[config.mk]
export PLATFORM = sky130hd
export DESIGN_NAME = io_port_unit
export DESIGN_NICKNAME = d
export VERILOG_FILES = /design/src/rtl/io_port_unit.sv
export SDC_FILE = /design/constraint.sdc
export NUM_CORES = 1
export LEC_CHECK = 0
export ABC_AREA = 1
export CORE_ASPECT_RATIO = 0.5
export CORE_MARGIN = 2
export CORE_UTILIZATION = 45
export DETAILED_ROUTE_END_ITERATION = 7
export PLACE_DENSITY = 0.69
export SYNTH_ARGS = -nofsm -noshare
export SYNTH_HDL_FRONTEND = slang
export SYNTH_SLANG_ARGS = --single-unit
[constraint.sdc]
create_clock -name CLK -period 4.45 [get_ports CLK]
set_clock_uncertainty 0.2 [all_clocks]
set_input_delay 0.445 -clock CLK [delete_from_list [all_inputs] [get_ports CLK]]
set_output_delay 0.445 -clock CLK [all_outputs]
set_load 0.05 [all_outputs]
[src/rtl/io_port_unit.sv]
// Processor I/O port: an input FIFO fed by an external producer and drained by InRead,
// and an output FIFO filled by OutputWrite and drained by an external consumer.
module io_port_fifo #(
    parameter int WIDTH = 16,
    parameter int DEPTH = 4,
    localparam int PW = $clog2(DEPTH),
    localparam int CW = PW + 1
) (
    input  logic             CLK,
    input  logic             Reset,
    input  logic             push,
    input  logic             pop,
    input  logic [WIDTH-1:0] pushData,
    output logic [WIDTH-1:0] headData,
    output logic [CW-1:0]    count
);
    logic [WIDTH-1:0] mem_r [DEPTH];
    logic [PW-1:0]    wrPtr_r;
    logic [PW-1:0]    rdPtr_r;
    logic [CW-1:0]    count_r;

    // Storage, wrapping pointers and occupancy; push/pop arrive already qualified.
    always_ff @(posedge CLK or posedge Reset) begin
        if (Reset) begin
            for (int i = 0; i < DEPTH; i++) begin
                mem_r[i] <= {WIDTH{1'b0}};
            end
            wrPtr_r <= {PW{1'b0}};
            rdPtr_r <= {PW{1'b0}};
            count_r <= {CW{1'b0}};
        end else begin
            if (push) begin
                mem_r[wrPtr_r] <= pushData;
                wrPtr_r        <= wrPtr_r + PW'(1);
            end
            if (pop) begin
                rdPtr_r <= rdPtr_r + PW'(1);
            end
            case ({push, pop})
                2'b10:   count_r <= count_r + CW'(1);
                2'b01:   count_r <= count_r - CW'(1);
                default: count_r <= count_r;
            endcase
        end
    end

    // Head is zero whenever the FIFO is empty, including straight out of reset.
    always_comb begin
        headData = {WIDTH{1'b0}};
        if (count_r != {CW{1'b0}}) begin
            headData = mem_r[rdPtr_r];
        end else begin
            headData = {WIDTH{1'b0}};
        end
    end

    assign count = count_r;
endmodule

module io_port_unit #(
    parameter int WIDTH = 16,
    parameter int DEPTH = 4
) (
    input  logic                     CLK,
    input  logic                     Reset,
    input  logic                     OutputWrite,
    input  logic                     InRead,
    input  logic [WIDTH-1:0]         WriteData,
    output logic [WIDTH-1:0]         InData,
    input  logic                     ClearFlags,
    input  logic [WIDTH-1:0]         ext_in_data,
    input  logic                     ext_in_valid,
    output logic                     ext_in_ready,
    output logic [WIDTH-1:0]         ext_out_data,
    output logic                     ext_out_valid,
    input  logic                     ext_out_ready,
    output logic [$clog2(DEPTH):0]   InCount,
    output logic [$clog2(DEPTH):0]   OutCount,
    output logic                     Underflow,
    output logic                     Overflow
);
    localparam int CW = $clog2(DEPTH) + 1;
    localparam logic [CW-1:0] FULL = CW'(DEPTH);
    localparam logic [CW-1:0] EMPTY = {CW{1'b0}};

    logic inPush_s, inPop_s, outPush_s, outPop_s, underSet_s, overSet_s;
    logic underflow_r, overflow_r;

    // Qualify strobes; a full output FIFO still takes a write when the consumer frees a slot.
    always_comb begin
        inPush_s   = 1'b0;
        inPop_s    = 1'b0;
        outPush_s  = 1'b0;
        outPop_s   = 1'b0;
        underSet_s = 1'b0;
        overSet_s  = 1'b0;
        if (InCount != EMPTY) begin
            inPop_s = InRead;
        end else begin
            underSet_s = InRead;
        end
        inPush_s = ext_in_valid & ext_in_ready;
        outPop_s = ext_out_valid & ext_out_ready;
        if ((OutCount != FULL) || outPop_s) begin
            outPush_s = OutputWrite;
        end else begin
            overSet_s = OutputWrite;
        end
    end

    io_port_fifo #(.WIDTH(WIDTH), .DEPTH(DEPTH)) inFifo (
        .CLK(CLK), .Reset(Reset), .push(inPush_s), .pop(inPop_s),
        .pushData(ext_in_data), .headData(InData), .count(InCount)
    );

    io_port_fifo #(.WIDTH(WIDTH), .DEPTH(DEPTH)) outFifo (
        .CLK(CLK), .Reset(Reset), .push(outPush_s), .pop(outPop_s),
        .pushData(WriteData), .headData(ext_out_data), .count(OutCount)
    );

    // Sticky error flags; a set event in the same cycle as ClearFlags wins.
    always_ff @(posedge CLK or posedge Reset) begin
        if (Reset) begin
            underflow_r <= 1'b0;
            overflow_r  <= 1'b0;
        end else begin
            if (underSet_s) begin
                underflow_r <= 1'b1;
            end else if (ClearFlags) begin
                underflow_r <= 1'b0;
            end
            if (overSet_s) begin
                overflow_r <= 1'b1;
            end else if (ClearFlags) begin
                overflow_r <= 1'b0;
            end
        end
    end

    assign ext_in_ready  = (InCount < FULL);
    assign ext_out_valid = (OutCount != EMPTY);
    assign Underflow     = underflow_r;
    assign Overflow      = overflow_r;
endmodule

# Yosys cells after proc, flatten, opt, wreduce, memory -nomap -nowiden
# Index checks and enable logic that the tools add are counted.
# classes
n_lt_le_gt_ge,7
eq_ne,5
n_div,0
bitwise,6
mul,0
muxes,23
addsub,8
n_reduce_logical,9
shift,0
# ops
op,count
bitwise mux 64 bit,2
2-to-1 mux 16 bit,8
binary-select mux 16 bit (select 2 bit),2
demux 16 bit (select 2 bit),2
">= comparator 3 bit, second input constant",4
NOT 2 -> 3 bit,4
case mux 3 bit (2 select lines),2
"adder 2 x 1 -> 2 bit, second input constant",4
nonzero test 2 bit,4
2-to-1 mux 1 bit,7
"adder 3 x 1 -> 3 bit, second input constant",2
"less-than comparator 3 x 1 -> 1 bit, second input constant",2
nonzero test 3 bit,2
"subtractor 3 x 1 -> 3 bit, second input constant",2
"equality test 2 x 1 -> 1 bit, second input constant",2
"equality test 2 bit, second input constant",2
"less-than comparator 3 bit, second input constant",1
"!= test 3 bit, second input constant",1
bitwise AND 1 bit,2
logical AND 1 bit,2
logical OR 1 bit,1
# word_totals
elab_cells,74
latchBits,0
ram_bits,0
input_bits,39
rom_bits,0
mem_count,0
out_inout_bits,42
reg_bits,144

# Longest topological paths before layout
# logic_depth
ltp_word,6
ltp_mapped,12
ltp_nobuf,11

# By module
# Synthesis repeated with hierarchy kept, for this count alone.
# hier_totals
hier_cells,927
area_unflattened_um2,7339.5
# modules_own_cells
mod,instances,seq_area_each_um2,cells_each,area_each_um2
io_port_fifo,2,1776.7,453,3599.7
io_port_unit,1,50.0,21,140.1

# Worst setup path before layout
# Ideal clock, no wire load.
# synth_path
kind,register to output
from,"reg outFifo.count_r[0], in the netlist outFifo.count[0]"
to,out ext_out_data[10]
stages_incl_launch_ff,6
n_path_buf,1
arrival_ns,2.296
required_time_ns,3.805
slack_ns,1.509
cell_sequence,dfrtp_1 -> nor2_2 -> nand2_1 -> inv_2 -> buf_4 -> a21oi_1
# synth_between
elab_chain_cells,2
# synth_lines
element,line,rtl
from (decl),20,logic [CW-1:0] count_r;
from (signal assigned),30,count_r <= {CW{1'b0}};
from (signal assigned),40,2'b10: count_r <= count_r + CW'(1);
from (signal assigned),41,2'b01: count_r <= count_r - CW'(1);
nonzero test 3 bit,n/a,
named net ext_out_valid,75,"output logic ext_out_valid,"
2-to-1 mux 16 bit,50,if (count_r != {CW{1'b0}}) begin
to (decl),74,"output logic [WIDTH-1:0] ext_out_data,"
# The timed path passes the listed nets, and every way through them passes these cells.

# Worst setup path after layout
# layout_path
from,reg inFifo.rdPtr_r[1]
to,out InData[5]
# layout_between
elab_chain_cells,5
# layout_lines
element,line,rtl
from (decl),19,logic [PW-1:0] rdPtr_r;
from (signal assigned),29,rdPtr_r <= {PW{1'b0}};
from (signal assigned),37,rdPtr_r <= rdPtr_r + PW'(1);
NOT 2 -> 3 bit (implied by the code),51,headData = mem_r[rdPtr_r];
binary-select mux 16 bit (select 2 bit),51,
2-to-1 mux 16 bit (implied by the code) (2 in series),51,
2-to-1 mux 16 bit,50,
to (decl),69,"output logic [WIDTH-1:0] InData,"
# Every way passes these cells. The select of a mux whose other input is x is not followed.

==> impl_results.md <==
* Final setup violation count at 0
* Resize count post-CTS at 0
* Hold buffers post-CTS at 0
* RSZ-0062 raised after global routing: no
* Critical path cell sequence: inv_1, nand3_1, a21oi_1, clkdlybuf4s50_1
* Reg2reg path depth at 9
* Die W at between 150 and 200 µm
* Final HPWL DP at between 10 and 15 mm
* R2r setup slk at between 1.5 and 2 ns
* Final instance area at slightly below 9000 µm²
* # IOs at between 80 and 90
* Gr ovfl total at 0
* Relative slew margins at about two fifths
* Worst Hold Endpoint: outFifo.wrPtr_r[1]
* Fmax at about 0.28 GHz
* Crit path launch type: flip-flop
* YS warnings at 0
* Gp weighted congestion at 0.910
* Largest net degree at the start of global routing at 108
* Worst R2R Start: outFifo.count[0]
* Total of max-cap violations at 0
* Status: completed
* Cell Area, Synth at between 7000 and 8000 µm²
* Final hold violations at 0
* Reg2reg end: outFifo.count[2]
* Initial core utilization at 46.7%
* Inserted Diodes at 0
* Hold Path Origin: OutputWrite
* Area Growth Syn to Fin at 18.6%
* Setup crit end kind: primary output
* GR Util met2 at 36.0%
* Worst Path Max Fanout at 19
* Leakage at roughly 4.4 nW
* Initial drt markers at 491
* TritonCTS clock tree: yes
* Crit path largest cell delay at 0.87 ns
* Final Cycle Share at roughly 81%
* Core Footprint at about 16000 µm²
* Global-route wire length before repair at 29.6 mm
* Die Area at 17300 µm²
* Synth area leader: dfrtp_1
* Pins Over Slew Limit at 0
* Sequential share of the synthesized area at roughly half
* CTS root buffer: clkbuf_16
* # port buffers at 80
* Hold path cells at 3
* Via count at approximately 6300
* DR DRC count at 0
* Initial antenna violation count at 0
* Power Dens Cells at around 900 nW/µm²
* Final min period at 3.62 ns
* Antenna Nets Post-Route at 0
* Tightest Pin Transition at 0.914 ns
* WHS at 0.262 ns
* GRT Util Overall at between 20% and 30%
* Post-CTS Setup Inserts at 0
* CP max stage cell: clkdlybuf4s50_1
* Setup tns final at 0 ns
* GRT Max-Usage Layer: met2
* Clock sinks at around 140
* Mean post-synth cell area at 7.64 µm²
* Synth cell types at 23
* FP Rows at 32
* Peak supply drop at roughly 0.68 mV
* Synth area leaders: dfrtp_1 49%, nand2_1 21%, nand4_1 5.5%
* Vias in the first global route at slightly below 6000
* Avg WL per Cell at 14.9 µm
* Clock Latency Late Sink at approximately 0.43 ns
* Synthesized flop and latch total at 144
* Final WL at between 15 and 20 mm
* Clock transition at path regs at about 0.06 ns
* M1 GR Usage at roughly 29%
* Arrival time worst endpoint at roughly 3.0 ns
* Met3 Use GR at roughly 4.7%
* Crit path kind: flip-flop to primary output
* Die Span Y at between 90 and 100 µm
* H-tree depth at 4
* WP data required at 3.81 ns
* Mapped Cells at between 900 and 1000
* Final #Nets at approximately 1000
* Pre-Repair DR Iteration Count at 7
* Synth top area share at approximately half
* Vias/cell at approximately 5.2
* Syn_nets at ~1000
* Share of post-route cells with drive strength above 1 at under 10%
* HP Class: primary input to flip-flop
* Clk buf depth at 2
* Placed cell area at ~8100 µm²
* Total CTS buffers at 17
## placed cells by master, fill, tap and decap left out, types with 3 or more instances in the layout
master / count
clkdlybuf4s50_1: 79
clkbuf_16: 17
inv_1: 100
nand2_2: 5
o21ai_1: 4
o21ai_0: 67
nand4_1: 64
nand2_1: 405
a21oi_1: 32
clkinvlp_4: 7
ha_1: 10
dfrtp_1: 144
nand3_2: 4
xor2_1: 4
buf_4: 3
nand3_1: 38
xnor2_1: 4
inv_6: 5
inv_2: 6
## cells by family (layout without fill, tap and decap cells)
group,Yosys count,count (layout),synth area share (%)
AND/OR/NAND/NOR,519,519,30.3
buffers and inverters,169,224,10.0
flip-flops,144,144,49.4
AO/OA/AOI/OAI,103,103,7.07
adder cells (fa/ha/maj),12,12,2.26
XOR/XNOR,8,8,0.961
## per-stage QoR
step           setup slack, ns  util [%]  power (mW)  std cells
2_1_floorplan             1.51         -        5.16        955
3_3_place_gp              1.30      51.6        6.20       1182
3_5_place_dp              1.25      51.6        6.28       1182
4_1_cts                  0.800      55.4        7.74       1214
5_1_grt                  0.696      55.4        8.22       1214
6_report                 0.830      55.4        7.69       1214
## worst max path at each step
stage,startpoint,depth (start not counted),to
5_1_grt,inFifo.rdPtr_r[1],4,InData[5]
3_3_place_gp,inFifo.rdPtr_r[1],4,InData[5]
4_1_cts,inFifo.rdPtr_r[1],4,InData[5]
6_report,inFifo.rdPtr_r[1],4,InData[5]
3_5_place_dp,inFifo.rdPtr_r[1],4,InData[5]
2_1_floorplan,outFifo.count[0],5,ext_out_data[10]
## where the power goes
part           leakage, nW  internal [mW]  total (mW)  switching [mW]
Sequential            1.80           1.91        2.30           0.391
Clock                0.267          0.834        1.42           0.588
Combinational         2.37           1.27        3.97            2.70
Total                 4.45           4.01        7.69            3.68
## final cells by class
class	instances	area (µm²)
clock buffer	18	429
clock inverter	14	158
fill	1455	6970
inverter	108	409
multi-input combinational	642	2960
sequential	144	3600
tap	204	255
timing repair buffer	84	838
## routing by layer
metal / part of all wire (%) / up-vias
li1: - / 3098
met1: 45 / 3002
met2: 47 / 199
met3: 6.0 / 26
met4: 1.3 / 0
met5: 0 / -
## worst max-delay path: cells and delay by family (launching register included)
kind	cells	cell delay (ns)
AOI/OAI and AO/OA	1	0.24
DFF	1	0.66
and+or+nand+nor	1	0.15
buffers and inverters	2	1.51
## Yosys cell counts
library cell / count
a21oi_1: 32
buf_1: 8
buf_2: 33
buf_4: 7
buf_6: 4
clkbuf_1: 9
clkinv_1: 1
dfrtp_1: 144
fa_1: 2
ha_1: 10
inv_1: 101
inv_2: 6
nand2_1: 405
nand2_2: 5
nand2_4: 1
nand3_1: 38
nand3_2: 4
nand4_1: 64
nor2_2: 2
o21ai_0: 67
o21ai_1: 4
xnor2_1: 4
xor2_1: 4
## registers in the layout (all words and copies together) (netlist names)
register         flops
outFifo.rdPtr_r      2
inFifo.mem_r        64
outFifo.wrPtr_r      2
inFifo.count         3
outFifo.count        3
inFifo.rdPtr_r       2
Underflow            1
Overflow             1
inFifo.wrPtr_r       2
outFifo.mem_r       64
Note: power is estimated with default switching activity, not from simulation.
